$ cat src/rtl/lpf_stream_ctrl_pkg.sv
// lpf_stream_ctrl_pkg: shared widths and FSM encoding for the LPF stream controller and its filter
package lpf_stream_ctrl_pkg;
  localparam int N_DEF = 16;
  localparam int M_DEF = 13;
  localparam int DEPTH_DEF = 102;
  localparam int AW_DEF = 8;
  typedef enum logic [2:0] {IDLE, FLUSH, STREAM, DRAIN, DONE} state_e;
endpackage

$ cat src/rtl/lpf_stream_ctrl_if.sv
// lpf_stream_ctrl_if: control, sample-memory and filter signals of the LPF stream controller
interface lpf_stream_ctrl_if import lpf_stream_ctrl_pkg::*; #(
  parameter int N = N_DEF,
  parameter int AW = AW_DEF
);
  logic start, abort, loop_en;
  logic [AW-1:0] num_samples;
  logic mem_rd;
  logic [AW-1:0] mem_addr;
  logic [N-1:0] mem_rdata;
  logic fir_en;
  logic [N-1:0] fir_data_in;
  logic fir_valid;
  logic [N-1:0] fir_data_out;
  logic out_valid;
  logic [N-1:0] out_data;
  logic [AW-1:0] out_idx;
  logic busy, done, err;
  modport master (
    input start, abort, loop_en, num_samples, mem_rdata, fir_valid, fir_data_out,
    output mem_rd, mem_addr, fir_en, fir_data_in, out_valid, out_data, out_idx, busy, done, err
  );
  modport slave (
    output start, abort, loop_en, num_samples, mem_rdata, fir_valid, fir_data_out,
    input mem_rd, mem_addr, fir_en, fir_data_in, out_valid, out_data, out_idx, busy, done, err
  );
endinterface

$ cat src/rtl/lpf_addr_gen.sv
// lpf_addr_gen: sample address counter with clamped pass length, terminal count and wrap
module lpf_addr_gen #(
  parameter int AW = 8,
  parameter int DEPTH = 102
) (
  input  logic          clk_i,
  input  logic          rst_ni,
  input  logic          load_i,
  input  logic [AW-1:0] num_i,
  input  logic          clr_i,
  input  logic          adv_i,
  output logic [AW-1:0] addr_o,
  output logic [AW-1:0] num_o,
  output logic          tc_o
);
  logic [AW-1:0] addr_q, addr_d, num_q, num_d;
  assign tc_o = addr_q == num_q - AW'(1);
  always_comb begin
    num_d = load_i ? ((int'(num_i) > DEPTH) ? AW'(DEPTH) : num_i) : num_q;
    addr_d = clr_i ? '0 : adv_i ? (tc_o ? '0 : addr_q + AW'(1)) : addr_q;
  end
  always_ff @(posedge clk_i or negedge rst_ni)
    if (!rst_ni) begin
      addr_q <= '0;
      num_q <= '0;
    end else begin
      addr_q <= addr_d;
      num_q <= num_d;
    end
  assign addr_o = addr_q;
  assign num_o = num_q;
endmodule

$ cat src/rtl/lpf_stream_ctrl.sv
// lpf_stream_ctrl: plays samples from memory through an FIR filter, flushing first and capturing outputs
module lpf_stream_ctrl import lpf_stream_ctrl_pkg::*; #(
  parameter int N = N_DEF,
  parameter int M = M_DEF,
  parameter int DEPTH = DEPTH_DEF,
  parameter int AW = AW_DEF
) (
  input logic clk_i,
  input logic rst_ni,
  lpf_stream_ctrl_if.master io
);
  localparam int CW = $clog2(4 * M);
  state_e state_q, state_d;
  logic [CW-1:0] cnt_q, cnt_d;
  logic [AW-1:0] num, addr, ocnt_q, out_idx_q;
  logic [N-1:0] fir_data_q, out_data_q;
  logic tc, start_ok, zero_start, mem_rd, cap, tmo;
  logic stop_q, v1_q, v2_q, l1_q, l2_q, zdone_q, err_q, out_valid_q;
  assign start_ok = state_q == IDLE && io.start && !io.abort;
  assign zero_start = start_ok && io.num_samples == '0;
  assign mem_rd = state_q == STREAM && !stop_q;
  assign cap = io.fir_valid && (state_q == STREAM || state_q == DRAIN) && !io.abort;
  assign tmo = state_q == DRAIN && ocnt_q != num && cnt_q == CW'(4 * M - 1);
  lpf_addr_gen #(.AW(AW), .DEPTH(DEPTH)) u_addr_gen (
    .clk_i, .rst_ni,
    .load_i(start_ok), .num_i(io.num_samples),
    .clr_i(state_q != STREAM), .adv_i(mem_rd),
    .addr_o(addr), .num_o(num), .tc_o(tc)
  );
  always_comb begin
    state_d = state_q;
    cnt_d = cnt_q + CW'(1);
    case (state_q)
      IDLE: begin
        cnt_d = '0;
        if (start_ok && !zero_start) state_d = FLUSH;
      end
      FLUSH: if (cnt_q == CW'(M - 1)) begin
        state_d = STREAM;
        cnt_d = '0;
      end
      STREAM: begin
        cnt_d = '0;
        if (l2_q) state_d = DRAIN;
      end
      DRAIN: if (ocnt_q == num || tmo) state_d = DONE;
      default: begin
        cnt_d = '0;
        state_d = IDLE;
      end
    endcase
    if (io.abort) begin
      state_d = IDLE;
      cnt_d = '0;
    end
  end
  // v*/l* carry "sample valid" and "final sample" alongside the 2-cycle memory+register pipe
  always_ff @(posedge clk_i or negedge rst_ni)
    if (!rst_ni) begin
      state_q <= IDLE;
      cnt_q <= '0;
      {stop_q, v1_q, v2_q, l1_q, l2_q, zdone_q, err_q, out_valid_q} <= '0;
      ocnt_q <= '0;
      out_idx_q <= '0;
      fir_data_q <= '0;
      out_data_q <= '0;
    end else begin
      state_q <= state_d;
      cnt_q <= cnt_d;
      stop_q <= mem_rd ? tc && !io.loop_en : stop_q && state_q == STREAM;
      v1_q <= mem_rd && !io.abort;
      l1_q <= mem_rd && tc && !io.loop_en && !io.abort;
      v2_q <= v1_q && !io.abort;
      l2_q <= l1_q && !io.abort;
      fir_data_q <= (v1_q && !io.abort) ? io.mem_rdata : '0;
      zdone_q <= zero_start;
      err_q <= start_ok ? zero_start : err_q || tmo;
      out_valid_q <= cap;
      if (cap) begin
        out_data_q <= io.fir_data_out;
        out_idx_q <= ocnt_q == num ? '0 : ocnt_q;
        ocnt_q <= ocnt_q == num ? AW'(1) : ocnt_q + AW'(1);
      end else if (state_q == IDLE) ocnt_q <= '0;
    end
  assign io.mem_rd = mem_rd;
  assign io.mem_addr = mem_rd ? addr : '0;
  assign io.fir_en = state_q == FLUSH || v2_q;
  assign io.fir_data_in = fir_data_q;
  assign io.out_valid = out_valid_q;
  assign io.out_data = out_data_q;
  assign io.out_idx = out_idx_q;
  assign io.busy = state_q inside {FLUSH, STREAM, DRAIN};
  assign io.done = state_q == DONE || zdone_q;
  assign io.err = err_q;
endmodule

$ cat src/flat_wrapper.sv
// flat-port wrapper written by rule: the top's interface ports become plain ports
module lpf_stream_ctrl_flat import lpf_stream_ctrl_pkg::*;
#(
  parameter int N = N_DEF,
  parameter int M = M_DEF,
  parameter int DEPTH = DEPTH_DEF,
  parameter int AW = AW_DEF
)
  (clk_i, rst_ni, io_start, io_abort, io_loop_en, io_num_samples, io_mem_rdata, io_fir_valid, io_fir_data_out, io_mem_rd, io_mem_addr, io_fir_en, io_fir_data_in, io_out_valid, io_out_data, io_out_idx, io_busy, io_done, io_err);
  lpf_stream_ctrl_if #(.N(N), .AW(AW)) io_i ();
  input logic clk_i;
  input logic rst_ni;
  input wire logic [$bits(io_i.start)-1:0] io_start;
  input wire logic [$bits(io_i.abort)-1:0] io_abort;
  input wire logic [$bits(io_i.loop_en)-1:0] io_loop_en;
  input wire logic [$bits(io_i.num_samples)-1:0] io_num_samples;
  input wire logic [$bits(io_i.mem_rdata)-1:0] io_mem_rdata;
  input wire logic [$bits(io_i.fir_valid)-1:0] io_fir_valid;
  input wire logic [$bits(io_i.fir_data_out)-1:0] io_fir_data_out;
  output wire logic [$bits(io_i.mem_rd)-1:0] io_mem_rd;
  output wire logic [$bits(io_i.mem_addr)-1:0] io_mem_addr;
  output wire logic [$bits(io_i.fir_en)-1:0] io_fir_en;
  output wire logic [$bits(io_i.fir_data_in)-1:0] io_fir_data_in;
  output wire logic [$bits(io_i.out_valid)-1:0] io_out_valid;
  output wire logic [$bits(io_i.out_data)-1:0] io_out_data;
  output wire logic [$bits(io_i.out_idx)-1:0] io_out_idx;
  output wire logic [$bits(io_i.busy)-1:0] io_busy;
  output wire logic [$bits(io_i.done)-1:0] io_done;
  output wire logic [$bits(io_i.err)-1:0] io_err;
  assign io_i.start = io_start;
  assign io_i.abort = io_abort;
  assign io_i.loop_en = io_loop_en;
  assign io_i.num_samples = io_num_samples;
  assign io_i.mem_rdata = io_mem_rdata;
  assign io_i.fir_valid = io_fir_valid;
  assign io_i.fir_data_out = io_fir_data_out;
  assign io_mem_rd = io_i.mem_rd;
  assign io_mem_addr = io_i.mem_addr;
  assign io_fir_en = io_i.fir_en;
  assign io_fir_data_in = io_i.fir_data_in;
  assign io_out_valid = io_i.out_valid;
  assign io_out_data = io_i.out_data;
  assign io_out_idx = io_i.out_idx;
  assign io_busy = io_i.busy;
  assign io_done = io_i.done;
  assign io_err = io_i.err;
  lpf_stream_ctrl #(.N(N), .M(M), .DEPTH(DEPTH), .AW(AW)) u_core (.clk_i(clk_i), .rst_ni(rst_ni), .io(io_i));
endmodule
$ cat config.mk
export PLATFORM = sky130hd
export DESIGN_NAME = lpf_stream_ctrl_flat
export DESIGN_NICKNAME = d
export VERILOG_FILES = /design/src/rtl/lpf_stream_ctrl_pkg.sv /design/src/rtl/lpf_stream_ctrl_if.sv /design/src/rtl/lpf_addr_gen.sv /design/src/rtl/lpf_stream_ctrl.sv /design/src/flat_wrapper.sv
export SDC_FILE = /design/constraint.sdc
export NUM_CORES = 1
export LEC_CHECK = 0
export ABC_AREA = 1
export ABC_CLOCK_PERIOD_IN_PS = 2200
export BUFFER_PORTS_ARGS = -buffer_cell sky130_fd_sc_hd__buf_2
export CAP_MARGIN = 25
export CORE_MARGIN = 3
export CORE_UTILIZATION = 57
export CTS_BUF_LIST = sky130_fd_sc_hd__clkbuf_4 sky130_fd_sc_hd__clkbuf_8 sky130_fd_sc_hd__clkbuf_16
export CTS_CLUSTER_DIAMETER = 100
export DETAILED_ROUTE_END_ITERATION = 12
export PLACE_DENSITY = 0.95
export RECOVER_POWER = 25
export REMOVE_ABC_BUFFERS = 1
export SLEW_MARGIN = 20
export SYNTH_ARGS = -nofsm -noshare
export SYNTH_HDL_FRONTEND = slang
export SYNTH_SLANG_ARGS = --single-unit
$ cat constraint.sdc
create_clock -name clk_i -period 2.2 [get_ports clk_i]
set_input_delay 0.22 -clock clk_i [delete_from_list [all_inputs] [get_ports clk_i]]
set_output_delay 0.22 -clock clk_i [all_outputs]
set_load 0.02 [all_outputs]
# [Word level (Yosys, flattened, before mapping)]
# Cells that the tools add are included.
[classes] add_sub_neg=4 magnitude_cmp=1 n_eq_ne=14 n_mux=21 reduce_logical=32
[ops] operator="two-way mux 8 bit" n=9
[ops] operator="logical AND 1 bit" n=17
[ops] operator="adder 8 x 1 -> 8 bit, second input constant" n=2
[ops] operator="== test 8 bit" n=2
[ops] operator="two-way mux 16 bit" n=1
[ops] operator="two-way mux 3 bit" n=5
[ops] operator="two-way mux 6 bit" n=2
[ops] operator="one-hot mux 3 bit (4 select lines)" n=1
[ops] operator="one-hot mux 6 bit (2 select lines)" n=1
[ops] operator="inequality test 3 x 2 -> 1 bit, second input constant" n=3
[ops] operator="> comparator 8 x 7 -> 1 bit, second input constant" n=1
[ops] operator="zero test 8 bit" n=1
[ops] operator="inequality test 8 bit" n=1
[ops] operator="subtractor 8 x 1 -> 8 bit, second input constant" n=1
[ops] operator="adder 6 x 1 -> 6 bit, second input constant" n=1
[ops] operator="== test 3 x 2 -> 1 bit, second input constant" n=2
[ops] operator="== test 6 x 4 -> 1 bit, second input constant" n=1
[ops] operator="== test 6 bit, second input constant" n=1
[ops] operator="inequality test 3 bit, second input constant" n=2
[ops] operator="logical OR 1 bit" n=5
[ops] operator="zero test 1 bit" n=4
[ops] operator="AND reduction 4 bit" n=1
[ops] operator="nonzero test 2 bit" n=2
[ops] operator="== test 3 x 1 -> 1 bit, second input constant" n=1
[ops] operator="other kinds (4)" n=5
[totals] regBits=81 inputBits=46 word_cells=88

# [Logic depth before layout (Yosys ltp)]
[depth] ltp_word=9 ltp_mapped=11 mapped_depth_nobuf=11

# [Cells and area by module]
# Synthesis repeated with hierarchy kept, for this count alone.
[unflattened] hier_cells=513 hier_area_um2=4112.7
[by_module_without_submodules] mod="lpf_stream_ctrl" n_inst=1 cells_per_inst=348 area_each_um2=2971.6 seq_area_each_um2=1626.6
[by_module_without_submodules] mod="lpf_addr_gen" n_inst=1 cells_per_inst=165 area_each_um2=1141.1 seq_area_each_um2=400.4

# [Worst setup path before layout]
# OpenSTA, ideal clock, no wires.
[synth_timing] path_kind="register to register" from="register u_core.u_addr_gen.num_q[0], in the netlist u_core.u_addr_gen.num_o[0]" to="register u_core.u_addr_gen.addr_q[7], in the netlist u_core.u_addr_gen.addr_o[7]" setup_ps=117 arrival_time_ps=1366 setup_slack_ps=718 stages_incl_launch_ff=12 synth_period_minus_slack_ps=1482 cell_sequence="dfrtp_1 -> inv_2 -> ha_1 -> inv_1 -> nand2_1 -> nand2_1 -> nand2_1 -> nand3_1 -> nor2_2 -> nand3_4 -> nand2_1 -> nand2_1"
[synth_via] elab_chain_len=5
[synth_lines] element="from (decl)" line="lpf_addr_gen.sv:16" text="logic [AW-1:0] addr_q, addr_d, num_q, num_d;"
[synth_lines] element="from (signal assigned)" line="lpf_addr_gen.sv:28" text="num_q <= num_d;"
[synth_lines] element="subtractor 8 x 1 -> 8 bit" line="lpf_addr_gen.sv:17" text="assign tc_o = addr_q == num_q - AW'(1);"
[synth_lines] element="== test 8 bit" line="lpf_addr_gen.sv:17"
[synth_lines] element="two-way mux 8 bit (3 in a row)" line="lpf_addr_gen.sv:20" text="addr_d = clr_i ? '0 : adv_i ? (tc_o ? '0 : addr_q + AW'(1)) : addr_q;"
[synth_lines] element="to (signal assigned)" line="lpf_addr_gen.sv:27" text="addr_q <= addr_d;"
[synth_lines] element="to (decl)" line="lpf_addr_gen.sv:16"
# No other way between the ends. The select of a mux whose other input is x is not followed.
# A chain may end at the register's enable or synchronous reset.

# [Final worst setup path]
[layout_timing] from="register u_core.state_q[1]" to="output port io_mem_addr[7]"
[layout_via] elab_chain_len=3
[layout_lines] element="from (decl)" line="lpf_stream_ctrl.sv:13" text="state_e state_q, state_d;"
[layout_lines] element="from (signal assigned)" line="lpf_stream_ctrl.sv:68" text="state_q <= state_d;"
[layout_lines] element="== test 3 x 2 -> 1 bit" line="lpf_stream_ctrl.sv:21" text="assign mem_rd = state_q == STREAM && !stop_q;"
[layout_lines] element="logical AND 1 bit" line="lpf_stream_ctrl.sv:21"
[layout_lines] element="two-way mux 8 bit" line="lpf_stream_ctrl.sv:86" text="assign io.mem_addr = mem_rd ? addr : '0;"
[layout_lines] element="to (decl)" line="flat_wrapper.sv:21" text="output wire logic [$bits(io_i.mem_addr)-1:0] io_mem_addr;"
# No other way between the ends.

==> results.md <==
- R2R Path End: u_core.u_addr_gen.addr_o[5]
- # diodes: 0
- Worst-margin pin slew: 1103 ps
- Worst Skew: 11.94 ps
- DRC: 0
- GR Util met1: 30.46%
- Avg Inst Size Synth: 8.014 um^2
- Setup Fix Bufs, Post-CTS: 0
- CP Class: flop to primary output
- Initial DRC Count: 145
- Routed Antenna Nets: 0
- Post-Syn Area: 0.003959 mm^2
- Vias in the first global route: 3309
- Port Buffers: 99
- Post-CTS Hold Buffers: 1
- CTS buffer count: 9
- Layout area overhead: 18.93%
- RSZ-0062 raised after global routing: no
- Clk sinks: 81
- WP data arrival: 1750 ps
- Layout cells sized above 1: 23.83%
- Crit path time final: 1975 ps
- Final Cycle Share: 89.76%
- Reg clk slew, reported paths: 80 ps
- Post-synth top flop: dfrtp_1
- Met2 usage: 39.12%
- Antenna violations before repair: 0
- Status: finished clean
- Final count of hold timing violations: 0
- Gr usage total: 23.23%
- Synth Register Bits: 81
- Post-Route Utilization: 72.09%
- Routed len/inst: 13.00 um
- Synth Instances: 494
- Commonest cells post-synth: 146 x nand2_1, 81 x dfrtp_1, 65 x nor2_1
- Core Rows: 29
- DP Wirelength: 6429 um
- Worst vdd ir: 0.5825 mV
- Most numerous cell in the Yosys netlist: nand2_1
- Worst skew pair latency: 350 ps
- Final setup vio count: 0
- Vias: 3488
- Pre-CTS setup slack: 525.1 ps
- Core area: 0.006531 mm^2
- Fmax: 0.5064 GHz
- Worst setup path endpoint: io_mem_addr[7]
- Standby leakage power: 2.620 nW
- Total number of H-tree levels: 3
- Max-cap violations: 0
- Non-filler cells, final: 677
- Dominant cells by area after synthesis: dfrtp_1 51%, nand2_1 14%, nor2_1 6.2%
- Startpoint Class: flop
- Final net count: 646
- Yosys cell types: 33
- Hold WC Path Type: primary input to flop
- Fillers: 505
- Boundary Pins: 100
- Largest net degree at the start of global routing: 45
- Grt ovf: 0
- R2R depth: 11
- First drt pass iteration count: 5
- Setup TNS: 0 ps
- Initial Util: 60.61%
- Slew headroom: 26.49%
- Vias/cell: 5.152
- CP startpoint: u_core.state_q[1]
- Origin of the critical flop-to-flop path: u_core.u_addr_gen.num_o[0]
- EDFF count, synth: 0
- First-pass GRT wire length: 14570 um
- Grt met3 use: 4.147%
- Cells after DPL: 660
- Die area: 0.007982 mm^2
- Final GP Congestion: 0.8532
- Clock buffer depth: 2
- Pwr/cell area: 982.7 mW/mm^2
- DIE WIDTH: 89.34 um
- Post-cts resize count: 0
- Die height: 89.34 um
- Gr busiest metal: met2
- Critical Path End Type: primary output
- Worst R2R Setup Slack: 440 ps
- Sequential share of the synthesized area: 51.20%
- Synth async-reset ratio: 100.0%
- WP data required: 1980 ps
- Detailed-route wire length: 8799 um
- Yosys warns: 0
- Max Transition Viols Final: 0
- CTS tree: done
- Top cell type's share of synthesized area: 51.20%
- PnR worst setup slack: 225.4 ps
- Yosys top cell by area: dfrtp_1
- Worst Path Max Fanout: 16
- Clk Tree Root Cell: clkbuf_8
per-layer routing:
layer | up-vias | wire (um)
met5 | - | 0
met4 | 0 | 161
met3 | 20 | 662
met2 | 159 | 4101
met1 | 1590 | 3873
li1 | 1719 | -
power by group:
part	leakage, nW	switching (mW)	internal [mW]
clock network	0.103	0.543	0.524
registers	1.10	0.223	1.74
logic	1.41	1.05	0.549
worst min-delay path by stage:
stage,startpoint,to,cells after the start
final,io_fir_data_out[6],u_core.io.out_data[6],3
after floorplan,rst_ni,u_core.cnt_q[0],0
after detailed placement,rst_ni,u_core.io.out_idx[6],1
after global routing,io_fir_data_out[6],u_core.io.out_data[6],3
after CTS,io_fir_data_out[6],u_core.io.out_data[6],3
after global placement,rst_ni,u_core.io.out_idx[6],1
flip-flops by register name (all words and copies together), names as in the netlist, 3 cells and up:
name	count
u_core.io.out_idx	8
u_core.io.fir_data_in	16
u_core.state_q	3
u_core.io.out_data	16
u_core.ocnt_q	8
u_core.cnt_q	6
u_core.u_addr_gen.addr_o	8
u_core.u_addr_gen.num_o	8
final cells by class:
| type | instances | area (um^2) | area share, % |
|---|---|---|---|
| well taps | 77 | 96.34 | 2.046 |
| multi-input cells | 332 | 1598 | 33.94 |
| inverters | 69 | 259.0 | 5.501 |
| flip-flops and latches | 81 | 2027 | 43.05 |
| clock buffers | 9 | 123.9 | 2.631 |
| repair buffers | 102 | 533.0 | 11.32 |
| clock inverters | 7 | 71.32 | 1.515 |
kinds of logic (layout without fill, tap and decap cells):
group	after synthesis	count (layout)	synth area share [%]
AND/OR/NAND/NOR	266	266	28.73
buffers and inverters	81	187	8.439
adder cells (fa/ha/maj)	5	5	1.580
flip-flops	81	81	51.20
XOR/XNOR	19	19	4.204
AO/OA/AOI/OAI	42	42	5.847
through the flow:
step	hold slack, ps	power [mW]	instance area, um^2
finish	66.53	4.627	4708
global route	60.03	4.934	4708
CTS	60.31	4.637	4711
detailed placement	247.5	3.559	4506
global placement	242.6	3.482	4506
floorplan	-75.59	3.054	3884
cells in the final DEF, fill, tap and decap left out, drive strengths merged, types with 4 or more instances in the layout:
| master | n |
|---|---|
| buf | 100 |
| dfrtp | 81 |
| a21oi | 7 |
| nand3 | 26 |
| o21ai | 24 |
| inv | 69 |
| nand4 | 5 |
| o22ai | 6 |
| nand2 | 152 |
| ha | 5 |
| xor2 | 11 |
| clkinv | 6 |
| clkbuf | 10 |
| xnor2 | 8 |
| nor3 | 4 |
| nor2 | 73 |
worst max-delay path, cell delays in order, from the launching register on:
cell	delay [ps]
dfrtp_1	550
inv_1	140
nor2_4	150
nand2_2	200
nor2_1	180
buf_2	180
Power figures use the tool's default switching activity.
